[src/rtl/fifo_rd_stream.sv]
// fifo_rd_stream
//
// Read-side adapter for the team SyncFIFO. It pops words through the FIFO
// read port (rden/rddata/empty) and presents them as a valid/ready stream
// with packet framing. A 2-entry skid buffer (head + spare) hides the FIFO's
// one-cycle read latency. This lets the block move one word per cycle under
// continuous m_ready and hold data steady under backpressure.
//
// Parameters:
//   WIDTH    data width, must match the FIFO WIDTH
//   PKT_LEN  words per packet (>= 1); sets where m_last falls
//   CNT_W    width of rd_cnt (only meaningful with FIFO_RD_CNT_EN)
//
// Ports:
//   clk        system clock, rising edge
//   sys_rst_n  synchronous active-low reset
//   rden       FIFO read strobe (combinational)
//   rddata     FIFO read data, valid the cycle after rden
//   empty      FIFO empty flag
//   m_valid    output word valid
//   m_data     output word
//   m_last     final word of a packet, qualified by m_valid
//   m_ready    downstream accept
//   rd_cnt     accepted-word counter (only when FIFO_RD_CNT_EN is defined)
//
// Build option:
//   FIFO_RD_CNT_EN  when defined, adds the rd_cnt port and its counter.

module fifo_rd_stream #(
  parameter int WIDTH   = 4,
  parameter int PKT_LEN = 5,
  parameter int CNT_W   = 16
) (
  input  logic             clk,
  input  logic             sys_rst_n,
  output logic             rden,
  input  logic [WIDTH-1:0] rddata,
  input  logic             empty,
  output logic             m_valid,
  output logic [WIDTH-1:0] m_data,
  output logic             m_last,
  input  logic             m_ready
`ifdef FIFO_RD_CNT_EN
  ,
  output logic [CNT_W-1:0] rd_cnt
`endif
);

  localparam int PW = (PKT_LEN > 1) ? $clog2(PKT_LEN) : 1;
  localparam logic [PW-1:0] LAST_IDX = PW'(PKT_LEN - 1);

  if (PKT_LEN < 1 || CNT_W < 1) begin : g_bad_cfg
    $error("fifo_rd_stream: PKT_LEN and CNT_W must both be at least 1");
  end

  logic [1:0]       occ;
  logic [1:0]       occ_nxt;
  logic             inflight;
  logic [WIDTH-1:0] head;
  logic [WIDTH-1:0] head_nxt;
  logic [WIDTH-1:0] spare;
  logic [WIDTH-1:0] spare_nxt;
  logic [PW-1:0]    pkt_cnt;
  logic             pop;
  logic [2:0]       committed;

  assign m_valid = (occ != 2'd0);
  assign pop     = m_valid & m_ready;
  assign m_data  = head;
  assign m_last  = m_valid & (pkt_cnt == LAST_IDX);

  // Slots that will still be occupied or claimed after this cycle. A pop
  // frees a slot in the same cycle, so a read can be issued into it. That is
  // why m_ready feeds rden combinationally. pop implies occ >= 1, so this
  // never underflows.
  assign committed = {1'b0, occ} + {2'b00, inflight} - {2'b00, pop};
  assign rden      = sys_rst_n & ~empty & (committed < 3'd2);

  // Skid buffer update. A word arriving from the FIFO goes to the head when
  // the buffer is empty or the head is leaving this cycle. Otherwise it
  // goes to the spare slot. On a pop, the spare moves up to the head.
  always_comb begin
    head_nxt  = head;
    spare_nxt = spare;
    occ_nxt   = occ;
    case ({inflight, pop})
      2'b11: begin
        if (occ == 2'd2) begin
          head_nxt  = spare;
          spare_nxt = rddata;
        end else begin
          head_nxt = rddata;
        end
      end
      2'b01: begin
        if (occ == 2'd2) begin
          head_nxt = spare;
        end
        occ_nxt = occ - 2'd1;
      end
      2'b10: begin
        if (occ == 2'd0) begin
          head_nxt = rddata;
        end else begin
          spare_nxt = rddata;
        end
        occ_nxt = occ + 2'd1;
      end
      default: ;
    endcase
  end

  // Buffer, read tracking and packet position. Reset drops every buffered
  // or in-flight word; words still held in the FIFO are not affected.
  always_ff @(posedge clk) begin
    if (!sys_rst_n) begin
      occ      <= 2'd0;
      inflight <= 1'b0;
      head     <= '0;
      spare    <= '0;
      pkt_cnt  <= '0;
    end else begin
      occ      <= occ_nxt;
      inflight <= rden;
      head     <= head_nxt;
      spare    <= spare_nxt;
      if (pop) begin
        pkt_cnt <= (pkt_cnt == LAST_IDX) ? '0 : pkt_cnt + 1'b1;
      end
    end
  end

`ifdef FIFO_RD_CNT_EN
  // Free-running count of accepted words; wraps naturally at 2^CNT_W.
  always_ff @(posedge clk) begin
    if (!sys_rst_n) begin
      rd_cnt <= '0;
    end else if (pop) begin
      rd_cnt <= rd_cnt + 1'b1;
    end
  end
`else
  // No accepted-word counter in this build.
`endif

endmodule

[config.mk]
export PLATFORM = sky130hd
export DESIGN_NAME = fifo_rd_stream
export DESIGN_NICKNAME = d
export VERILOG_FILES = /design/src/rtl/fifo_rd_stream.sv
export SDC_FILE = /design/constraint.sdc
export NUM_CORES = 1
export LEC_CHECK = 0
export BUFFER_PORTS_ARGS = -buffer_cell sky130_fd_sc_hd__buf_2
export CAP_MARGIN = 20
export CELL_PAD_IN_SITES_DETAIL_PLACEMENT = 0
export CELL_PAD_IN_SITES_GLOBAL_PLACEMENT = 1
export CORE_UTILIZATION = 35
export CTS_CLUSTER_SIZE = 30
export DETAILED_ROUTE_END_ITERATION = 12
export GPL_ROUTABILITY_DRIVEN = 1
export GPL_TIMING_DRIVEN = 0
export PLACE_DENSITY = 0.74
export SLEW_MARGIN = 20
export SYNTH_ARGS = -nofsm -noshare
export SYNTH_HDL_FRONTEND = slang
export SYNTH_SLANG_ARGS = --single-unit
export TNS_END_PERCENT = 30
[constraint.sdc]
create_clock -name clk -period 2.4 [get_ports clk]
set_clock_uncertainty 0.05 [all_clocks]
set_input_delay 0.12 -clock clk [delete_from_list [all_inputs] [get_ports clk]]
set_output_delay 0.12 -clock clk [all_outputs]
set_load 0.005 [all_outputs]
==> results of run 1 <==
worst min path at each step:
stage | cells past startpoint | end
after floorplan | 1 | inflight$_SDFF_PN0_
after global placement | 2 | inflight$_SDFF_PN0_
after detailed placement | 2 | inflight$_SDFF_PN0_
after CTS | 3 | spare[3]$_SDFFE_PN0P_
after global routing | 2 | m_data[2]$_SDFFE_PN0P_
final | 3 | spare[3]$_SDFFE_PN0P_
cell usage after synthesis (2+ instances only):
library cell / number
a21boi_1: 4
a21oi_1: 2
a22oi_1: 4
and2_1: 2
clkbuf_1: 2
dfxtp_1: 14
ha_1: 7
inv_1: 5
mux2_2: 4
mux2i_1: 6
nand2_1: 12
nor2_1: 4
nor2b_1: 6
nor3_1: 3
o211ai_1: 4
xnor2_1: 2
xor2_1: 2
power by group through the flow:
stage | Clock [W] | Sequential, W | Combinational (W)
3_3_place_gp | 0 | 0.000344 | 0.000753
5_1_grt | 0.000193 | 0.000354 | 0.000937
4_1_cts | 0.000182 | 0.000344 | 0.000823
3_5_place_dp | 0 | 0.000348 | 0.000769
2_1_floorplan | 0 | 0.000345 | 0.000587
6_report | 0.000176 | 0.000348 | 0.000838
registers in the layout (all words and copies together), names as in the netlist:
signal    flops
m_data        4
pkt_cnt       3
inflight      1
spare         4
occ           2
cell families after synthesis:
family,Yosys count,share of synthesized area
buffers and inverters,10,0.05610
and+or+nand+nor,31,0.1851
muxes,10,0.1178
AOI/OAI and AO/OA,19,0.1669
xor gates and xnor gates,4,0.03928
adders and majority gates,8,0.1206
DFF,14,0.3142
through the flow:
stage | hold slack (ns) | instance area [um^2] | setup WS [ns]
6_report | 0.07229 | 1087 | 0.1364
5_1_grt | 0.07998 | 1087 | 0.02426
4_1_cts | 0.06922 | 1067 | 0.0004381
3_5_place_dp | 0.2564 | 997.2 | -0.09124
3_3_place_gp | 0.2551 | 997.2 | -0.08258
2_1_floorplan | 0.1481 | 892.1 | 0.1975
metal layers:
layer  track usage  wire length, um  part of all wire  up-vias
met5             0                0                 0        -
met4       0.02632               10            0.0054        0
met3       0.05507               79             0.043        2
met2        0.2532              854              0.46       15
met1        0.2125              894              0.49      301
li1              -                -                 -      371
cell usage in the layout (no fill, tap or decap), types with 2 or more instances in the layout:
cell type	n
inv_1	4
mux2_2	4
mux2i_1	6
buf_2	15
nor2b_1	6
dfxtp_1	13
a22oi_1	4
a21boi_1	4
and2_1	2
o211ai_1	4
xnor2_1	2
nor3_1	3
nor2_1	4
xor2_1	2
buf_4	3
ha_1	6
buf_6	2
nand2_1	12
a21oi_1	2
clkbuf_4	3
critical path: stages, from the launching register on:
cell and delay, ns:
dfxtp_2 0.35, buf_6 0.14, o21ai_4 0.18, inv_2 0.09, ha_1 0.20, fa_1 0.40, xor2_1 0.16, nor3_1 0.15
buf_2 0.13
cell type report:
cell class,count,area [um^2]
plain buffers,4,31.28
well taps,28,35.03
clock buffers,4,36.28
flip-flops and latches,14,281.5
multi-input cells,72,581.8
fillers,229,1210
repair buffers,18,102.6
inverters,5,18.77
what timing repair did:
action,CTS,global route
gates resized for setup,3,3
setup buffers,1,2
hold buffers,1,0
setup endpoints to repair,1,1
pin swaps,1,2
hold endpoints to repair,1,0
==> flow_metrics.env, run 1 <==
export IMPL_outcome="complete, no violations"
export IMPL_p_sw_frac=0.4230
export IMPL_synth_area_top_cells="dfxtp_1, ha_1, mux2i_1"
export IMPL_dp_cells=138
export IMPL_clockRootBuffer="clkbuf_4"
export IMPL_cp_start_kind="flip-flop"
export IMPL_initial_core_util=0.3883
export IMPL_cts_htree_levels=1
export IMPL_hold_viol_final=0
export IMPL_synthArstFlopShare=0
export IMPL_avgSynthCellArea_um2=9.293
export IMPL_clk_latency_ns=0.28
export IMPL_port_buffers=14
export IMPL_hp_class="in2reg"
export IMPL_power_total_w=0.001362
export IMPL_clkTransAtPathRegs_ns=0.09
export IMPL_power_density_mw_per_mm2=1252
export IMPL_yosys_register_bits=14
export IMPL_cp_max_fo=6
export IMPL_dieHeight_um=52.49
export IMPL_finalCoreUtilization=0.4733
export IMPL_grt_pass1_vias=674
export IMPL_irDropWorstVdd_v=0.0007793
export IMPL_ys_types=30
export IMPL_syn_area_um2=892.1
export IMPL_syn_nets=112
export IMPL_power_leakage_nw=0.4546
export IMPL_io_pin_count=15
export IMPL_startpoint="occ[1]$_SDFFE_PN0N_"
export IMPL_synth_edf_count=0
export IMPL_critPathCapture="rden"
export IMPL_synth_top_area_frac=0.3142
export IMPL_seqPwrFrac=0.256
export IMPL_synthFlopType="dfxtp_1"
export IMPL_finalSetupViolations=0
export IMPL_slew_headroom=0.7457
export IMPL_r2r_cells=9
export IMPL_internal_power_w=0.0007857
export IMPL_crit_type="reg2out"
export IMPL_ant_nets=0
export IMPL_cts_sinks=14
export IMPL_tns_ns=0
export IMPL_drt_wirelength_per_cell_um=12.68
export IMPL_ff2ff_setup_slack_ns=0.37
export IMPL_r2r_start="occ[1]$_SDFFE_PN0N_"
export IMPL_arrival_ns=2.09
export IMPL_vias=689
export IMPL_fin_crit_sh=0.9432
export IMPL_crit_path_end_kind="primary output"
export IMPL_row_count=17
export IMPL_wl_mm=1.839
export IMPL_cts_buffers=3
export IMPL_antennaDiodeCount=0
export IMPL_reg2reg_to="spare[1]$_SDFFE_PN0P_"
export IMPL_seq_area_frac_synth=0.3142
export IMPL_tightest_slew_ns=0.3802
export IMPL_fmax_ghz=0.4418
export IMPL_p_clk_frac=0.129
export IMPL_required_ns=2.23
export IMPL_comb_power_share=0.615
export IMPL_die_area_mm2=0.002755
export IMPL_via_per_inst=4.752
export IMPL_first_pass_iters=4
export IMPL_clockBufferDepth=2
export IMPL_grt_pass1_wl_mm=3.111
export IMPL_drtIter0Drc=21
export IMPL_synth_cells=96
export IMPL_power_net_switching_w=0.0005759
export IMPL_cap_violations=0
export IMPL_grt_max_degree=12
export IMPL_drc_errors=0
export IMPL_syn_to_final_growth_pct=21.88
export IMPL_gr_total_overflow=0
export IMPL_period_minus_slack_ns=2.264
export IMPL_hold_start="rddata[3]"
export IMPL_final_max_slew_viol_count=0
export IMPL_rsz0062_at_grt="false"
export IMPL_grt_use_total=0.1606
export IMPL_routabilityCongestion=0.7041
export IMPL_fin_cells=145
export IMPL_die_x_um=52.49
export IMPL_yosys_area_top_type="dfxtp_1"
export IMPL_drive_gt1_frac=0.2991
export IMPL_coreArea_mm2=0.002297
export IMPL_antenna_found_initial=0
export IMPL_nets=134
export IMPL_cts_tree="built"
export IMPL_place_hpwl_mm=1.322
export IMPL_yosys_warnings=0
No activity file was read; power rests on OpenSTA's default activity.
==> inputs of run 2 (changes only) <==
clock period = 2.45 ns   (was 2.4 ns; I/O delays follow)
==> flow_metrics.env, run 2 (same netlist as run 1, synthesis figures left out) <==
export IMPL_drc_errors=0
export IMPL_hold_start="rddata[3]"
export IMPL_final_max_slew_viol_count=0
export IMPL_power_total_w=0.001320
export IMPL_vias=680
export IMPL_multi_input_area_um2=581.8
export IMPL_ff_latch_area_um2=281.5
export IMPL_grt_max_degree=12
export IMPL_gr_total_overflow=0
export IMPL_wl_mm=1.812
export IMPL_coreArea_mm2=0.002297
export IMPL_hold_ws_ns=0.07499
export IMPL_drive_gt1_frac=0.2870
export IMPL_power_density_mw_per_mm2=1231
export IMPL_outcome="complete, no violations"
export IMPL_r2r_cells=8
export IMPL_irDropWorstVdd_v=0.0008059
export IMPL_via_per_inst=4.755
export IMPL_fillCellCount=230
export IMPL_slowest_delay_ns=0.37
export IMPL_syn_to_final_growth_pct=20.20
export IMPL_arrival_ns=2.15
export IMPL_drtIter0Drc=14
export IMPL_nets=132
export IMPL_rsz0062_at_grt="false"
export IMPL_period_minus_slack_ns=2.320
export IMPL_cts_tree="built"
export IMPL_power_leakage_nw=0.4451
export IMPL_crit_type="reg2out"
export IMPL_grt_use_met1=0.2125
export IMPL_required_ns=2.28
export IMPL_port_buffers=14
export IMPL_grt_pass1_wl_mm=3.111
export IMPL_die_x_um=52.49
export IMPL_cp_max_fo=11
export IMPL_cap_violations=0
export IMPL_layout_common_cells="buf_2, dfxtp_1, nand2_1"
export IMPL_finalSetupViolations=0
export IMPL_grt_use_met2=0.2532
export IMPL_crit_path_top_delay_cell="fa_1"
export IMPL_hold_viol_final=0
export IMPL_routabilityCongestion=0.7041
export IMPL_use_met3=0.05507
export IMPL_cts_buffers=3
export IMPL_fin_cells=143
export IMPL_clkTransAtPathRegs_ns=0.09
export IMPL_cts_sinks=14
export IMPL_finalCoreUtilization=0.4668
export IMPL_first_pass_iters=4
export IMPL_hp_class="in2reg"
export IMPL_ff2ff_setup_slack_ns=0.47
export IMPL_cp_start_kind="flip-flop"
export IMPL_place_hpwl_mm=1.322
export IMPL_dieHeight_um=52.49
export IMPL_grt_use_total=0.1606
export IMPL_fmax_ghz=0.4310
export IMPL_row_count=17
export IMPL_ant_nets=0
export IMPL_cts_htree_levels=1
export IMPL_path_buf_inv=2
export IMPL_die_area_mm2=0.002755
export IMPL_io_pin_count=15
export IMPL_drt_wirelength_per_cell_um=12.67
export IMPL_clockRootBuffer="clkbuf_4"
export IMPL_antenna_found_initial=0
export IMPL_holdPathStages=3
export IMPL_initial_core_util=0.3883
export IMPL_path_cells="buf_6 -> o21ai_4 -> ha_4 -> nand2_1 -> fa_1 -> xor2_1 -> nor3_1 -> buf_2"
export IMPL_grt_pass1_vias=674
export IMPL_dp_cells=138
export IMPL_crit_family="adder cells"
export IMPL_holdPathEnd="spare[3]$_SDFFE_PN0P_"
export IMPL_clockBufferDepth=2
export IMPL_slew_headroom=0.7427
export IMPL_antennaDiodeCount=0
export IMPL_tightest_slew_ns=0.3847
export IMPL_clk_latency_ns=0.28
export IMPL_reg2reg_to="spare[0]$_SDFFE_PN0P_"
export IMPL_fin_crit_sh=0.9469
export IMPL_final_common_cell="buf_2"
export IMPL_top_usage_layer="met2"
export IMPL_r2r_start="occ[1]$_SDFFE_PN0N_"
export IMPL_crit_path_end_kind="primary output"
## run 2: cell count changes in the layout (fill, tap and decap cells not counted), sizes merged
cell  before  now
buf       20   18
## run 2: area by class of cell
type	instances	share of cell area
Tap cell	28	0.03267
Timing Repair Buffer	16	0.08168
Buffer	4	0.02917
Multi-Input combinational cell	72	0.5426
Inverter	5	0.01750
Sequential cell	14	0.2625
Clock buffer	4	0.03384
## run 2: how the worst max path moves through the flow
stage | startpoint | end | slack (ns) | cells past startpoint
floorplan | occ[1]$_SDFFE_PN0N_ | rden | 0.25 | 8
global placement | occ[1]$_SDFFE_PN0N_ | rden | -0.04 | 9
detailed placement | occ[1]$_SDFFE_PN0N_ | rden | -0.04 | 9
CTS | occ[1]$_SDFFE_PN0N_ | rden | 0.05 | 8
global route | occ[1]$_SDFFE_PN0N_ | rden | 0.009 | 8
finish | occ[1]$_SDFFE_PN0N_ | rden | 0.13 | 8
## run 2: layer usage
metal,up-vias,share of wire
met3,2,0.049
met4,0,0.0055
met2,17,0.47
met1,298,0.48
li1,363,-
met5,-,0
## run 2: repair_timing
action                                  4_1_cts  5_1_grt
gates resized for setup                       3        3
setup buffers                                 1        0
hold buffers                                  1        0
endpoints found under the setup margin        1        1
endpoints found under the hold margin         1        0
pin swaps                                     1        0
## run 2: power by group
group | switching, W | internal [W]
clock | 0.0000833 | 0.0000905
sequential | 0.0000431 | 0.000297
combinational | 0.000433 | 0.000373
total | 0.000560 | 0.000760
## run 2: worst reg2reg max path, stage by stage, from the launching register on
cell and delay, ns:
dfxtp_2 0.34, buf_6 0.14, o21ai_4 0.22, ha_1 0.19
buf_2 0.20, nor2_1 0.10, a211oi_4 0.33, mux2i_1 0.24
nor2b_1 0.06
## run 2: per-stage QoR
stage | area (um^2) | TNS [ns] | setup WS, ns
floorplan | 892.1 | 0 | 0.2450
global placement | 997.2 | -0.03508 | -0.03508
detailed placement | 997.2 | -0.04374 | -0.04374
CTS | 1067 | 0 | 0.04794
global route | 1072 | 0 | 0.008826
finish | 1072 | 0 | 0.1301
==> inputs of run 3 (changes only) <==
clock period = 2.2 ns   (was 2.45 ns; I/O delays follow)
==> flow_metrics.env, run 3 (same netlist as run 1, synthesis figures left out) <==
export IMPL_clkTransAtPathRegs_ns=0.09
export IMPL_route_met2_wl_um=960
export IMPL_cts_htree_levels=1
export IMPL_port_buffers=14
export IMPL_fmax_ghz=0.4539
export IMPL_slew_headroom=0.7446
export IMPL_wl_mm=1.958
export IMPL_cts_tree="built"
export IMPL_holdPathEnd="spare[3]$_SDFFE_PN0P_"
export IMPL_power_density_mw_per_mm2=1392
export IMPL_ant_nets=0
export IMPL_first_pass_iters=4
export IMPL_power_total_w=0.001625
export IMPL_ff2ff_setup_slack_ns=0.21
export IMPL_hold_start="rddata[3]"
export IMPL_dpl_cell_area_um2=997.2
export IMPL_die_area_mm2=0.002755
export IMPL_m1WireLength_um=889
export IMPL_clockBufferDepth=2
export IMPL_place_hpwl_mm=1.322
export IMPL_gr_total_overflow=0
export IMPL_period_minus_slack_ns=2.203
export IMPL_rsz0062_at_grt="true"
export IMPL_fin_crit_sh=1.001
export IMPL_timing_final_ws_setup_ns=-0.003269
export IMPL_fin_cells=152
export IMPL_final_common_cell="buf_2"
export IMPL_io_pin_count=15
export IMPL_top_layer_used="met4"
export IMPL_crit_type="reg2out"
export IMPL_drt_wirelength_per_cell_um=12.88
export IMPL_multi_input_area_um2=604.3
export IMPL_layout_common_cells="buf_2, dfxtp_1, nand2_1"
export IMPL_cap_violations=0
export IMPL_nets=141
export IMPL_via_per_inst=4.822
export IMPL_irDropWorstVdd_v=0.0008628
export IMPL_final_max_slew_viol_count=0
export IMPL_initial_core_util=0.3883
export IMPL_crit_path_end_kind="primary output"
export IMPL_clockRootBuffer="clkbuf_4"
export IMPL_cts_buffers=3
export IMPL_reg2reg_to="spare[0]$_SDFFE_PN0P_"
export IMPL_finalCoreUtilization=0.5082
export IMPL_power_leakage_nw=0.4938
export IMPL_drive_gt1_frac=0.3790
export IMPL_clk_latency_ns=0.28
export IMPL_cp_max_fo=5
export IMPL_r2r_start="occ[1]$_SDFFE_PN0N_"
export IMPL_holdPathStages=3
export IMPL_hp_class="in2reg"
export IMPL_grt_max_degree=11
export IMPL_dieHeight_um=52.49
export IMPL_grt_pass1_vias=704
export IMPL_cts_sinks=14
export IMPL_hold_viol_final=0
export IMPL_routabilityCongestion=0.7041
export IMPL_dp_slack_ns=-0.2812
export IMPL_finalSetupViolations=1
export IMPL_coreArea_mm2=0.002297
export IMPL_drc_errors=0
export IMPL_arrival_ns=2.04
export IMPL_ff_latch_area_um2=282.8
export IMPL_violations="negative setup slack"
export IMPL_tightest_slew_ns=0.3818
export IMPL_cp_start_kind="flip-flop"
export IMPL_grt_pass1_wl_mm=3.208
export IMPL_wl_met3_um=98
export IMPL_row_count=17
export IMPL_grt_use_total=0.1659
export IMPL_die_x_um=52.49
export IMPL_outcome="finished, violations left"
export IMPL_r2r_cells=9
export IMPL_vias=733
export IMPL_antennaDiodeCount=0
export IMPL_drtIter0Drc=20
export IMPL_dp_cells=138
export IMPL_final_cell_area_mm2=0.001167
export IMPL_required_ns=2.04
export IMPL_antenna_found_initial=0
export IMPL_syn_to_final_growth_pct=30.86
export IMPL_fillCellCount=224
-- run 3: critical path, cell delays in order, from the launching register on --
cell and delay (ns):
dfxtp_2 0.34, buf_8 0.12, o21ai_4 0.17, inv_2 0.08, ha_4 0.16, fa_2 0.54, nand2_2 0.06, nor3_2 0.15
buf_2 0.13
-- run 3: per-stage QoR --
stage | TNS [ns] | hold WS, ns
after detailed placement | -0.4073 | 0.2464
after CTS | -0.03015 | 0.05922
after global routing | -0.08933 | 0.05875
final | -0.003269 | 0.06068
after global placement | -0.4128 | 0.2451
after floorplan | 0 | 0.1381
-- run 3: worst max-delay path by stage --
stage / slack [ns] / start / endpoint
floorplan: 0.008 / occ[1]$_SDFFE_PN0N_ / rden
global placement: -0.27 / occ[1]$_SDFFE_PN0N_ / rden
detailed placement: -0.28 / occ[1]$_SDFFE_PN0N_ / rden
CTS: -0.03 / occ[1]$_SDFFE_PN0N_ / rden
global route: -0.09 / occ[1]$_SDFFE_PN0N_ / rden
finish: -0.003 / occ[1]$_SDFFE_PN0N_ / rden
-- run 3: layer usage --
metal  GRT usage  vias to the layer above
met5           0                        -
met4     0.02632                        0
met3     0.05507                        2
met2      0.2679                       21
met1      0.2157                      327
li1            -                      383
-- run 3: area by class of cell --
cell class	instances	share of cell area
multi-input cells	72	0.5177
flip-flops and latches	14	0.2422
repair buffers	25	0.1329
clock buffers	4	0.03108
plain buffers	4	0.03001
well taps	28	0.03001
inverters	5	0.01608
-- run 3: what timing repair did --
action / in CTS / in global routing
pin swaps: 2 / 2
hold endpoints to repair: 1 / 0
endpoints found under the setup margin: 2 / 2
gates cloned: 0 / 0
hold buffers: 1 / 0
resized for setup: 8 / 5
buffers inserted: 4 / 6
-- run 3: report_power, final --
part	leakage, nW	total, W	switching, W	internal (W)
Combinational	0.358	0.00105	0.000532	0.000522
Sequential	0.115	0.000379	0.0000466	0.000332
Clock	0.0210	0.000193	0.0000919	0.000101
Total	0.494	0.00163	0.000671	0.000955
